File: config.mk
export PLATFORM = sky130hd
export DESIGN_NAME = ex_stage
export DESIGN_NICKNAME = d
export VERILOG_FILES = /design/src/rtl/ex_stage.sv
export SDC_FILE = /design/constraint.sdc
export NUM_CORES = 1
export LEC_CHECK = 0
export CORE_ASPECT_RATIO = 0.8
export CORE_UTILIZATION = 25
export CTS_CLUSTER_SIZE = 30
export DETAILED_ROUTE_END_ITERATION = 8
export DONT_BUFFER_PORTS = 1
export PLACE_DENSITY_LB_ADDON = 0.2
export SYNTH_ARGS = -nofsm -noshare
export SYNTH_HDL_FRONTEND = slang
export SYNTH_SLANG_ARGS = --single-unit
File: constraint.sdc
create_clock -name clk -period 6.3 [get_ports clk]
set_input_delay 1.89 -clock clk [delete_from_list [all_inputs] [get_ports clk]]
set_output_delay 1.89 -clock clk [all_outputs]
set_load 0.01 [all_outputs]
File: src/rtl/ex_stage.sv
// Execute stage: single-cycle ALU plus a 32-step radix-2 divider, with the
// data SRAM request issued once the instruction can hand off to MEM.
module ex_stage (
  input  logic         clk,
  input  logic         reset,
  input  logic         ID_to_EX_valid,
  input  logic [142:0] IDreg_bus,
  output logic         EX_allow_in,
  input  logic         MEM_allow_in,
  output logic         EX_ready_go,
  output logic         EXreg_valid,
  output logic [106:0] EXreg_bus,
  output logic         data_sram_en,
  output logic [3:0]   data_sram_we,
  output logic [31:0]  data_sram_addr,
  output logic [31:0]  data_sram_wdata,
  output logic [39:0]  EX_bypass_bus
);
  typedef enum logic [1:0] {IDLE, BUSY, DONE} div_st_e;

  logic         ex_valid_q, ex_valid_d;
  logic [142:0] bus_q, bus_d;
  div_st_e      state_q, state_d;
  logic [4:0]   cnt_q, cnt_d;
  logic [31:0]  r_q, r_d, q_q, q_d, dv_q, dv_d;
  logic         qneg_q, qneg_d, rneg_q, rneg_d, dz_q, dz_d;

  logic [3:0]  alu_op, mem_we;
  logic [31:0] src1, src2, rkd_value, pc, alu_result, quo_fix, rem_fix;
  logic        rf_we, res_from_mem, is_div, sgn, ge;
  logic [4:0]  rf_waddr;
  logic [32:0] sh;

  assign {alu_op, src1, src2, rkd_value, mem_we, rf_we, res_from_mem, rf_waddr, pc} = bus_q;
  assign is_div = alu_op[3] & alu_op[2];
  assign sgn    = ~alu_op[1];

  assign EX_ready_go = ~is_div | (state_q == DONE);
  assign EX_allow_in = ~ex_valid_q | (EX_ready_go & MEM_allow_in);
  assign EXreg_valid = ex_valid_q & EX_ready_go;

  always_comb begin
    ex_valid_d = ex_valid_q;
    bus_d      = bus_q;
    if (EX_allow_in) ex_valid_d = ID_to_EX_valid;
    if (EX_allow_in & ID_to_EX_valid) bus_d = IDreg_bus;
  end

  // Divide by zero overrides the sign fix-up; magnitudes alone already give
  // the right answer for 0x80000000 / -1.
  assign quo_fix = dz_q ? 32'hFFFF_FFFF : (qneg_q ? -q_q : q_q);
  assign rem_fix = dz_q ? src1 : (rneg_q ? -r_q : r_q);

  always_comb begin
    alu_result = '0;
    case (alu_op)
      4'd0:  alu_result = src1 + src2;
      4'd1:  alu_result = src1 - src2;
      4'd2:  alu_result = {31'b0, $signed(src1) < $signed(src2)};
      4'd3:  alu_result = {31'b0, src1 < src2};
      4'd4:  alu_result = src1 & src2;
      4'd5:  alu_result = src1 | src2;
      4'd6:  alu_result = src1 ^ src2;
      4'd7:  alu_result = ~(src1 | src2);
      4'd8:  alu_result = src1 << src2[4:0];
      4'd9:  alu_result = src1 >> src2[4:0];
      4'd10: alu_result = $signed(src1) >>> src2[4:0];
      4'd11: alu_result = src2;
      default: alu_result = alu_op[0] ? rem_fix : quo_fix;
    endcase
  end

  assign sh = {r_q, q_q[31]};
  assign ge = sh >= {1'b0, dv_q};

  always_comb begin
    state_d = state_q;
    cnt_d   = cnt_q;
    r_d     = r_q;
    q_d     = q_q;
    dv_d    = dv_q;
    qneg_d  = qneg_q;
    rneg_d  = rneg_q;
    dz_d    = dz_q;
    case (state_q)
      IDLE: if (ex_valid_q & is_div) begin
        state_d = BUSY;
        cnt_d   = '0;
        r_d     = '0;
        q_d     = (sgn & src1[31]) ? -src1 : src1;
        dv_d    = (sgn & src2[31]) ? -src2 : src2;
        qneg_d  = sgn & (src1[31] ^ src2[31]);
        rneg_d  = sgn & src1[31];
        dz_d    = (src2 == 32'd0);
      end
      BUSY: begin
        // Remainder stays below the divisor, so the subtraction fits 32 bits.
        r_d   = ge ? (sh[31:0] - dv_q) : sh[31:0];
        q_d   = {q_q[30:0], ge};
        cnt_d = cnt_q + 5'd1;
        if (cnt_q == 5'd31) state_d = DONE;
      end
      DONE: if (EX_ready_go & MEM_allow_in) state_d = IDLE;
      default: state_d = IDLE;
    endcase
  end

  always_ff @(posedge clk or negedge reset) begin
    if (!reset) begin
      ex_valid_q <= 1'b0;
      bus_q      <= '0;
      state_q    <= IDLE;
      cnt_q      <= '0;
      r_q        <= '0;
      q_q        <= '0;
      dv_q       <= '0;
      qneg_q     <= 1'b0;
      rneg_q     <= 1'b0;
      dz_q       <= 1'b0;
    end else begin
      ex_valid_q <= ex_valid_d;
      bus_q      <= bus_d;
      state_q    <= state_d;
      cnt_q      <= cnt_d;
      r_q        <= r_d;
      q_q        <= q_d;
      dv_q       <= dv_d;
      qneg_q     <= qneg_d;
      rneg_q     <= rneg_d;
      dz_q       <= dz_d;
    end
  end

  assign EXreg_bus       = {alu_result, rkd_value, mem_we, rf_we, res_from_mem, rf_waddr, pc};
  assign data_sram_en    = ex_valid_q & (res_from_mem | (|mem_we)) & MEM_allow_in;
  assign data_sram_we    = data_sram_en ? mem_we : 4'b0;
  assign data_sram_addr  = alu_result;
  assign data_sram_wdata = rkd_value;
  assign EX_bypass_bus   = {rf_waddr, rf_we & ex_valid_q, res_from_mem, EX_ready_go, alu_result};
endmodule

Word-level counts from Yosys, hierarchy flattened
Cells that the tools add are included.
W data, S select, Z words.
{"block": "classes", "bitwise": 22, "n_shift": 3, "reduce_logical": 8, "n_eq_ne": 17, "n_addsub": 8, "mux": 20, "magnitude_cmp": 3}
{"op": "$pmux W32 S12", "n": 1}
{"op": "$mux W32", "n": 10}
{"op": "$neg A32 Y32", "n": 4}
{"op": "$pmux W32 S2", "n": 2}
{"op": "$lt A32 B32 Y1", "n": 2}
{"op": "$sub A32 B32 Y32", "n": 2}
{"op": "$ge A33 B32 Y1", "n": 1}
{"op": "$add A32 B32 Y32", "n": 1}
{"op": "$and A32 B32 Y32", "n": 1}
{"op": "$logic_not A32 Y1", "n": 1}
{"op": "$not A32 Y32", "n": 1}
{"op": "$or A32 B32 Y32", "n": 1}
{"op": "$shl A32 B5 Y32", "n": 1}
{"op": "$shr A32 B5 Y32", "n": 1}
{"op": "$sshr A32 B5 Y32", "n": 1}
{"op": "$xor A32 B32 Y32", "n": 1}
{"op": "$eq A4 B3 Y1 const B", "n": 4}
{"op": "$eq A4 B4 Y1 const B", "n": 4}
{"op": "$and A1 B1 Y1", "n": 11}
{"op": "$pmux W5 S2", "n": 1}
{"op": "$eq A4 B2 Y1 const B", "n": 2}
{"op": "$mux W2", "n": 3}
{"op": "$pmux W2 S3", "n": 1}
{"op": "$add A5 B1 Y5 const B", "n": 1}
{"op": "17 further kinds", "n": 23}
{"block": "totals", "input_bits": 147, "elab_cells": 91, "out_inout_bits": 219, "ff_bits": 250}

Longest topological paths before layout
Gate-level depths: netlist of the first run.
{"block": "depth", "depth_word": 6, "depth_mapped": 16, "depth_no_buf": 14}

Worst setup path before layout of the first run
Ideal clock, no wire load.
{"block": "synth_path", "path_type": "register to output", "start": "register bus_q[77]", "end": "output port EXreg_bus[105]", "n_path_buf": 4, "arrival_ns": 4.208, "stages_incl_launch_ff": 17, "path_slack_ns": 0.202, "required_time_ns": 4.410, "cell_sequence": "dfrtp_1 > clkbuf_1 > inv_2 > buf_1 > clkbuf_1 > ha_1 > a211oi_1 > o21bai_1 > a2111o_1 > a221oi_1 > o41ai_1 > a21oi_1 > o41a_1 > and3_1 > o21ai_0 > a32oi_1 > buf_4"}
{"block": "synth_via", "elab_chain_len": 2, "word_cells_on_any_way": 6, "cone_classes": "add/sub: 2; shift: 3; mux: 1"}
{"element": "start, declared", "line_no": "22", "rtl": "logic [142:0] bus_q, bus_d;"}
{"element": "start signal, assigned", "line_no": "122", "rtl": "bus_q <= bus_d;"}
{"element": "$sub A32 B32 Y32, or another cell as far along", "line_no": "58", "rtl": "4'd1: alu_result = src1 - src2;"}
{"element": "$pmux W32 S12 (*)", "line_no": "56", "rtl": "case (alu_op)"}
{"element": "end, declared", "line_no": "12", "rtl": "output logic [106:0] EXreg_bus,"}
Every way passes the cells marked *; elsewhere a longest branch is shown, timed or not.

Final worst setup path of the first run
{"block": "layout_path", "start": "register bus_q[76]", "end": "output port EX_bypass_bus[24]"}
{"block": "layout_via", "elab_chain_len": 2, "word_cells_on_any_way": 6, "cone_classes": "add/sub: 2; shift: 3; mux: 1"}
{"element": "$sub A32 B32 Y32, or another cell as far along", "line_no": "58"}
{"element": "$pmux W32 S12 (*)", "line_no": "56"}
{"element": "end, declared", "line_no": "17", "rtl": "output logic [39:0] EX_bypass_bus"}
Marked as above.

==> flow_metrics.tcl, run 1 <==
set metrics [dict create \
    post_synth_most_frequent_cells "351 x sky130_fd_sc_hd__o21ai_0, 322 x sky130_fd_sc_hd__nand2_1, 250 x sky130_fd_sc_hd__dfrtp_1" \
    cp-endpoint "EX_bypass_bus[24]" \
    yosys.cell_types.count 77 \
    timing.critical_path.fanout_max 52 \
    grt_pass1_wl_um 165800 \
    antenna_left 0 \
    grt_total_usage_pct 22.34 \
    synth_enable_flop_cells 0 \
    comb_power_share_pct 67.3 \
    worst-r2r-cell-count 10 \
    rsz0062_at_grt "yes" \
    finalCriticalPeriod_ps 6334 \
    tritoncts.num_buffers 36 \
    drt-wirelength-per-cell_um 27.12 \
    via_count_of_the_first_global_routing_pass 22000 \
    hold_depth 2 \
    cts_sinks 250 \
    share_of_synthesized_area_occupied_by_flip_flops_and_latches_pct 25.28 \
    gp_routability_congestion 1.001 \
    io_buffers 0 \
    cts.path.max_buffers 3 \
    root_buffer "sky130_fd_sc_hd__clkbuf_16" \
    synthMostInstantiatedCell "sky130_fd_sc_hd__o21ai_0" \
    setup_ws_ps -33.61 \
    syn_inst 3171 \
    final-setup-viol-count 3 \
    criticalPathCategory "reg2out" \
    synthTopCellsByArea "sky130_fd_sc_hd__dfrtp_1 25%, sky130_fd_sc_hd__ha_1 7.1%, sky130_fd_sc_hd__o21ai_0 7.1%" \
    die_area_um2 100300 \
    finalMaxSlewViolations 0 \
    intPower_mw 7.631 \
    nets 3258 \
    rrSetupSlack_ps 1500 \
    fmaxAchievable_mhz 157.9 \
    synthArstFlopShare_pct 100.0 \
    required_worst_endpoint_ps 4410 \
    drt_iter0_markers 2644 \
    post_synth_fa_ha_maj_area_fraction_pct 7.372 \
    starting_density_pct 25.41 \
    synth.mux.area_fraction_pct 8.530 \
    crit_path_end_kind "output port" \
    number_of_h_tree_levels 2 \
    timing.final.hold_violations 0 \
    finalWirelength_um 116400 \
    detailedRoute.firstPassIterationCount 6 \
    power_frac_seq_pct 19.2 \
    core_area_um2 97380 \
    clk_latency_ps 570 \
    post_synth_and_or_nand_nor_area_fraction_pct 14.85 \
    xor_xnor_cell_area_share_of_the_yosys_netlist_pct 6.902 \
    syn-cell-area_um2 24750 \
    compound_gate_fraction_of_synth_area_pct 26.04 \
    grt_antenna_before_repair 6 \
    synth_nets 3462 \
    place_inst 4228 \
    slew_headroom_pct 23.78 \
    power_density_nw_per_um2 609.3 \
    timing.critical_path.slowest_cell_delay_ps 500 \
    crit_chain "buf_12 > buf_6 > mux2_2 > a21oi_1 > mux2i_1 > a22oi_1 > o21ai_0 > a21oi_1 > a22o_1 > a21oi_1 > buf_4" \
    layout.cells.non_filler 4291 \
    place_hpwl_um 88670 \
    critical_register_to_register_path_endpoint "dv_q[30]" \
    holdBufCountCts 0 \
    die_width_um 353.8 \
    grt_max_degree 251 \
    clock-skew-final_ps 31.05 \
    timing.hold.worst.class "reg2reg" \
    grt_overflow 0 \
    worst_setup_path_start_kind "flip-flop" \
    synth_largest_type_area_fraction_pct 25.28 \
    io_pins 366 \
    synth_area_per_cell_um2 7.804 \
    cts_clock_pin_slew_for_the_worst_setup_and_hold_paths_ps 60 \
    final_layout_size_suffix_gt1_share_pct 13.38 \
    total_switching_power_mw 8.849 \
    max-vdd-ir-drop_mv 0.2269 \
    critical_path.slowest_cell "sky130_fd_sc_hd__a22oi_1" \
    crit-reg2reg-launch "bus_q[77]" \
    violations "setup timing" \
    drc_errors 0 \
    dieHeight_um 283.4 \
    postSynthRegisterBits 250 \
    net_switching_fraction_of_the_power_pct 53.70 \
    ratio_of_final_minimum_period_to_clock_period_pct 100.5 \
    fin_tns_setup_ps -100.8 \
    pwr-share-clk_pct 13.5 \
    critPathMostFrequentCell "sky130_fd_sc_hd__a21oi_1" \
    signal_arrival_time_at_the_worst_endpoint_ps 4440 \
    synth_top_family_by_area "compound AO/OA/AOI/OAI gates" \
    post_drt_via_cell_ratio 5.526 \
    area_delta_synth_final_pct 9.298 \
    ys_warn_count 0 \
    routed-via-count 23710 \
    drv_cap 0 \
    yosys.area.top_type "sky130_fd_sc_hd__dfrtp_1" \
    tightestPinTransition_ps 1142 \
    critical_path.startpoint "bus_q[76]" \
    fp-row-count 102 \
    outcome "finished, violations left" \
    synth-main-ff-cell "sky130_fd_sc_hd__dfrtp_1" \
    cts_tree "built" \
    total_leakage_power_nw 10.85 \
]
-- power groups by stage --
stage          logic, mW  clock network [mW]  registers [mW]
5_1_grt             11.9                2.35            3.26
4_1_cts             10.8                2.29            3.16
2_1_floorplan       7.95                   0            2.72
6_report            11.1                2.22            3.16
3_3_place_gp        10.8                   0            3.17
3_5_place_dp        10.7                   0            3.18
-- metrics by stage --
stage / total power, mW / setup WS (ps) / cell area [um2] / hold WS, ps / util (%)
3_3_place_gp: 13.94 / 392.9 / 25560 / 463.8 / 26.25
6_report: 16.48 / -33.61 / 27050 / 478.9 / 27.78
3_5_place_dp: 13.87 / 404.5 / 25560 / 474.2 / 26.25
4_1_cts: 16.21 / 2.787 / 26810 / 487.4 / 27.54
5_1_grt: 17.54 / -32.61 / 27040 / 501.8 / 27.77
2_1_floorplan: 10.67 / 201.6 / 24750 / 449.4 / -
-- cells in the final DEF (no fill, tap or decap), types with 85 or more instances in the layout --
master                    instances
sky130_fd_sc_hd__o21ai_0        349
sky130_fd_sc_hd__nand2_1        322
sky130_fd_sc_hd__dfrtp_1        240
sky130_fd_sc_hd__a21oi_1        234
sky130_fd_sc_hd__nor2_1         204
sky130_fd_sc_hd__buf_4          152
sky130_fd_sc_hd__xnor2_1        139
sky130_fd_sc_hd__inv_1          134
sky130_fd_sc_hd__ha_1           133
sky130_fd_sc_hd__mux2_2          95
sky130_fd_sc_hd__mux2i_1         85
-- worst min-delay path by stage --
stage | start | to
6_report | dv_q[20] | dv_q[20]
3_5_place_dp | dv_q[24] | dv_q[24]
2_1_floorplan | cnt_q[3] | cnt_q[3]
3_3_place_gp | dv_q[15] | dv_q[15]
4_1_cts | dv_q[20] | dv_q[20]
5_1_grt | dv_q[24] | dv_q[24]
-- registers in the layout (all words and copies together) (netlist names), 2 cells and up --
| register | flops |
|---|---|
| r_q | 32 |
| cnt_q | 5 |
| q_q | 32 |
| bus_q | 143 |
| dv_q | 32 |
| state_q | 2 |
-- per-layer routing --
layer	up-vias	wire, um	track usage (%)
met5	-	54	0
met4	8	3266	5.703
met3	170	12220	6.296
met2	1202	46580	30.81
met1	11580	54230	33.38
li1	10750	-	-
-- worst max-delay path, delay by kind of cell (launching register included) --
kind,cells,cell delay (ps)
muxes,2,660
buffers and inverters,3,840
DFF,1,480
AOI/OAI and AO/OA,6,1840
-- kinds of logic (layout without fill, tap and decap cells) --
| family | Yosys count | count (layout) |
|---|---|---|
| other | 0 | 1 |
| AOI/OAI and AO/OA | 1035 | 1035 |
| buffers and inverters | 547 | 366 |
| xor gates and xnor gates | 195 | 195 |
| and+or+nand+nor | 811 | 811 |
| muxes | 189 | 189 |
| DFF | 250 | 250 |
| adders and majority gates | 144 | 144 |
-- timing repair --
action | 4_1_cts | 5_1_grt
endpoints found under the setup margin | 18 | 57
setup buffers | 0 | 1
endpoints found under the hold margin | 0 | 0
resized for setup | 4 | 50
pin swaps | 0 | 6
-- cell type report --
class	count	area, um2
diodes	1	2.502
clock buffers	43	947.2
clock inverters	18	289.0
fillers	10550	70330
inverters	142	536.8
multi-input cells	2374	16030
flip-flops and latches	250	6276
well taps	1300	1627
repair buffers	163	1335
(Power assumes the default switching activity.)
==> run 2: changes to the inputs <==
- ABC_AREA: not set -> 1
==> flow_metrics.tcl, run 2 <==
set metrics [dict create \
    post_drt_via_cell_ratio 5.309 \
    clock-skew-final_ps 61.21 \
    syn-cell-area_um2 28400 \
    detailedRoute.firstPassIterationCount 8 \
    grt_antenna_before_repair 8 \
    die_width_um 378.8 \
    worst_setup_path_start_kind "flip-flop" \
    worst-path-stages 13 \
    drt_iter0_markers 4796 \
    grt_pass1_wl_um 215500 \
    drv_cap 0 \
    synthTopCellsByArea "sky130_fd_sc_hd__dfrtp_1 22%, sky130_fd_sc_hd__nand2_1 19%, sky130_fd_sc_hd__nand3_1 11%" \
    dieHeight_um 303.5 \
    clk_latency_ps 670 \
    synth_largest_type_area_fraction_pct 22.03 \
    synth_area_per_cell_um2 6.010 \
    timing.critical_path.slowest_cell_delay_ps 640 \
    share_of_synthesized_area_occupied_by_flip_flops_and_latches_pct 22.03 \
    worst-r2r-cell-count 9 \
    crit_path_end_kind "output port" \
    largest_register_ffs 143 \
    mostFrequentLayoutCell "sky130_fd_sc_hd__nand2_1" \
    timing.critical_path.fanout_max 8 \
    grt_overflow 0 \
    drc_errors 0 \
    drt-wirelength-per-cell_um 25.24 \
    die_area_um2 115000 \
    synthMostInstantiatedCell "sky130_fd_sc_hd__nand2_1" \
    critPathMostFrequentCell "sky130_fd_sc_hd__nand2_1" \
    synth-main-ff-cell "sky130_fd_sc_hd__dfrtp_1" \
    critical_path.slowest_cell "sky130_fd_sc_hd__dfrtp_1" \
    rsz0062_at_grt "no" \
    number_of_h_tree_levels 1 \
    antenna_left 0 \
    synthArstFlopShare_pct 100.0 \
    n_fill_cell 13080 \
    finalMaxSlewViolations 0 \
    final-setup-viol-count 0 \
    synth_enable_flop_cells 0 \
    io_buffers 0 \
    criticalPathCategory "reg2out" \
    cts_tree "built" \
    cts_sinks 250 \
    grt_total_usage_pct 25.83 \
    rrSetupSlack_ps 2240 \
    register_area_um2 6261 \
    timing.hold.worst.class "reg2reg" \
    launch_instance_of_the_worst_min_delay_path "cnt_q[3]" \
    grt_max_degree 251 \
    critical_path.startpoint "bus_q[106]" \
    place_hpwl_um 123500 \
    nets 4812 \
    slew_headroom_pct 23.05 \
    post_synth_most_frequent_cells "1,452 x sky130_fd_sc_hd__nand2_1, 603 x sky130_fd_sc_hd__nand3_1, 498 x sky130_fd_sc_hd__inv_1" \
    outcome "completed" \
    ys_warn_count 0 \
    crit_chain "inv_1 > ha_1 > inv_1 > a21o_1 > a31oi_1 > nand2_1 > a21oi_1 > nand2_1 > nand2_1 > nand2_1 > nand2_1 > nand3_1 > buf_4" \
    yosys.cell_types.count 52 \
    cts_clock_pin_slew_for_the_worst_setup_and_hold_paths_ps 70 \
    final_layout_size_suffix_gt1_share_pct 6.888 \
    starting_density_pct 25.23 \
    via_count_of_the_first_global_routing_pass 29280 \
    multi_input_comb_area_um2 18000 \
    critPathBufInv 3 \
    area_delta_synth_final_pct 6.296 \
    tritoncts.num_buffers 31 \
    cts.path.max_buffers 3 \
    syn_inst 4726 \
    hold_depth 1 \
    holdBufCountCts 0 \
    worst_path_dominant_cell_family "buffers and inverters" \
    required_worst_endpoint_ps 4410 \
    finalCriticalPeriod_ps 6244 \
    fin_tns_setup_ps 0 \
    leading_cell_types_in_the_layout_fill_and_taps_excluded "1,452 x sky130_fd_sc_hd__nand2_1, 602 x sky130_fd_sc_hd__nand3_1, 496 x sky130_fd_sc_hd__inv_1" \
    regMostFlops "bus_q" \
    signal_arrival_time_at_the_worst_endpoint_ps 4350 \
    timing.final.hold_violations 0 \
    fp-row-count 110 \
    fmaxAchievable_mhz 160.2 \
    io_pins 366 \
    synth_nets 5017 \
    ratio_of_final_minimum_period_to_clock_period_pct 99.11 \
    crit-reg2reg-launch "bus_q[141]" \
    gp_routability_congestion 1.082 \
    routed-via-count 32160 \
    tightestPinTransition_ps 1153 \
    yosys.area.top_type "sky130_fd_sc_hd__dfrtp_1" \
    postSynthRegisterBits 250 \
    core_area_um2 112600 \
    finalWirelength_um 152900 \
    root_buffer "sky130_fd_sc_hd__clkbuf_16" \
]
[run 2: cell count changes after synthesis, moves of 116 or more]
cell                       before   now
sky130_fd_sc_hd__nand2_1      322  1452
sky130_fd_sc_hd__nand3_1       56   603
sky130_fd_sc_hd__inv_1        135   498
sky130_fd_sc_hd__nor2_1       206   477
sky130_fd_sc_hd__o21ai_0      351   185
sky130_fd_sc_hd__xnor2_1      139    13
sky130_fd_sc_hd__clkbuf_1     183    67
[run 2: kinds of logic after synthesis]
kind of cell	synth area share, %
simple gates	40.01
flops	22.03
fa+ha+maj	6.423
compound gates	12.31
mux	2.815
buf+inv	14.72
xor+xnor	1.696
[run 2: path summary, 6_finish.rpt]
kind                                     to
setup / recovery           EX_bypass_bus[0]
hold reg to reg                    cnt_q[3]
min in group asynchronous        bus_q[134]
setup reg to reg                  bus_q[81]
max in group asynchronous         bus_q[76]
hold / removal                     cnt_q[3]
[run 2: cell type report]
cell class	count	area share (%)
clock buffer	44	2.963
multi-input combinational	3597	59.63
antenna	2	0.01658
sequential	250	20.74
tap	1512	6.267
timing repair buffer	120	3.316
inverter	521	6.499
clock inverter	12	0.5720
[run 2: per-layer routing]
metal | share of wire (%) | up-vias | GRT usage (%)
met4 | 3.3 | 2 | 7.152
met3 | 13 | 221 | 8.201
li1 | - | 14730 | -
met2 | 38 | 1929 | 34.73
met1 | 46 | 15280 | 38.53
met5 | 0.0046 | - | 0
[run 2: stage by stage]
step / cells / hold WS, ps / setup slack, ps / util (%) / instance area (um2)
after global routing: 6058 / 490.4 / 38.73 / 26.81 / 30190
final: 6058 / 466.0 / 56.24 / 26.81 / 30190
after global placement: 5999 / 457.7 / 665.1 / 25.85 / 29100
after floorplan: 4726 / 440.3 / 1607 / - / 28400
after CTS: 6056 / 470.9 / 149.1 / 26.81 / 30180
after detailed placement: 5999 / 462.1 / 667.6 / 25.85 / 29100
[run 2: what timing repair did]
| action | CTS | global route |
|---|---|---|
| gates resized for setup | 2 | 2 |
| endpoints found under the setup margin | 6 | 6 |
| hold endpoints to repair | 0 | 0 |
| setup buffers | 1 | 0 |
Power of run 2 is not shown: default switching activity piles up to over one toggle a cycle in this logic, so the estimate is an artifact.
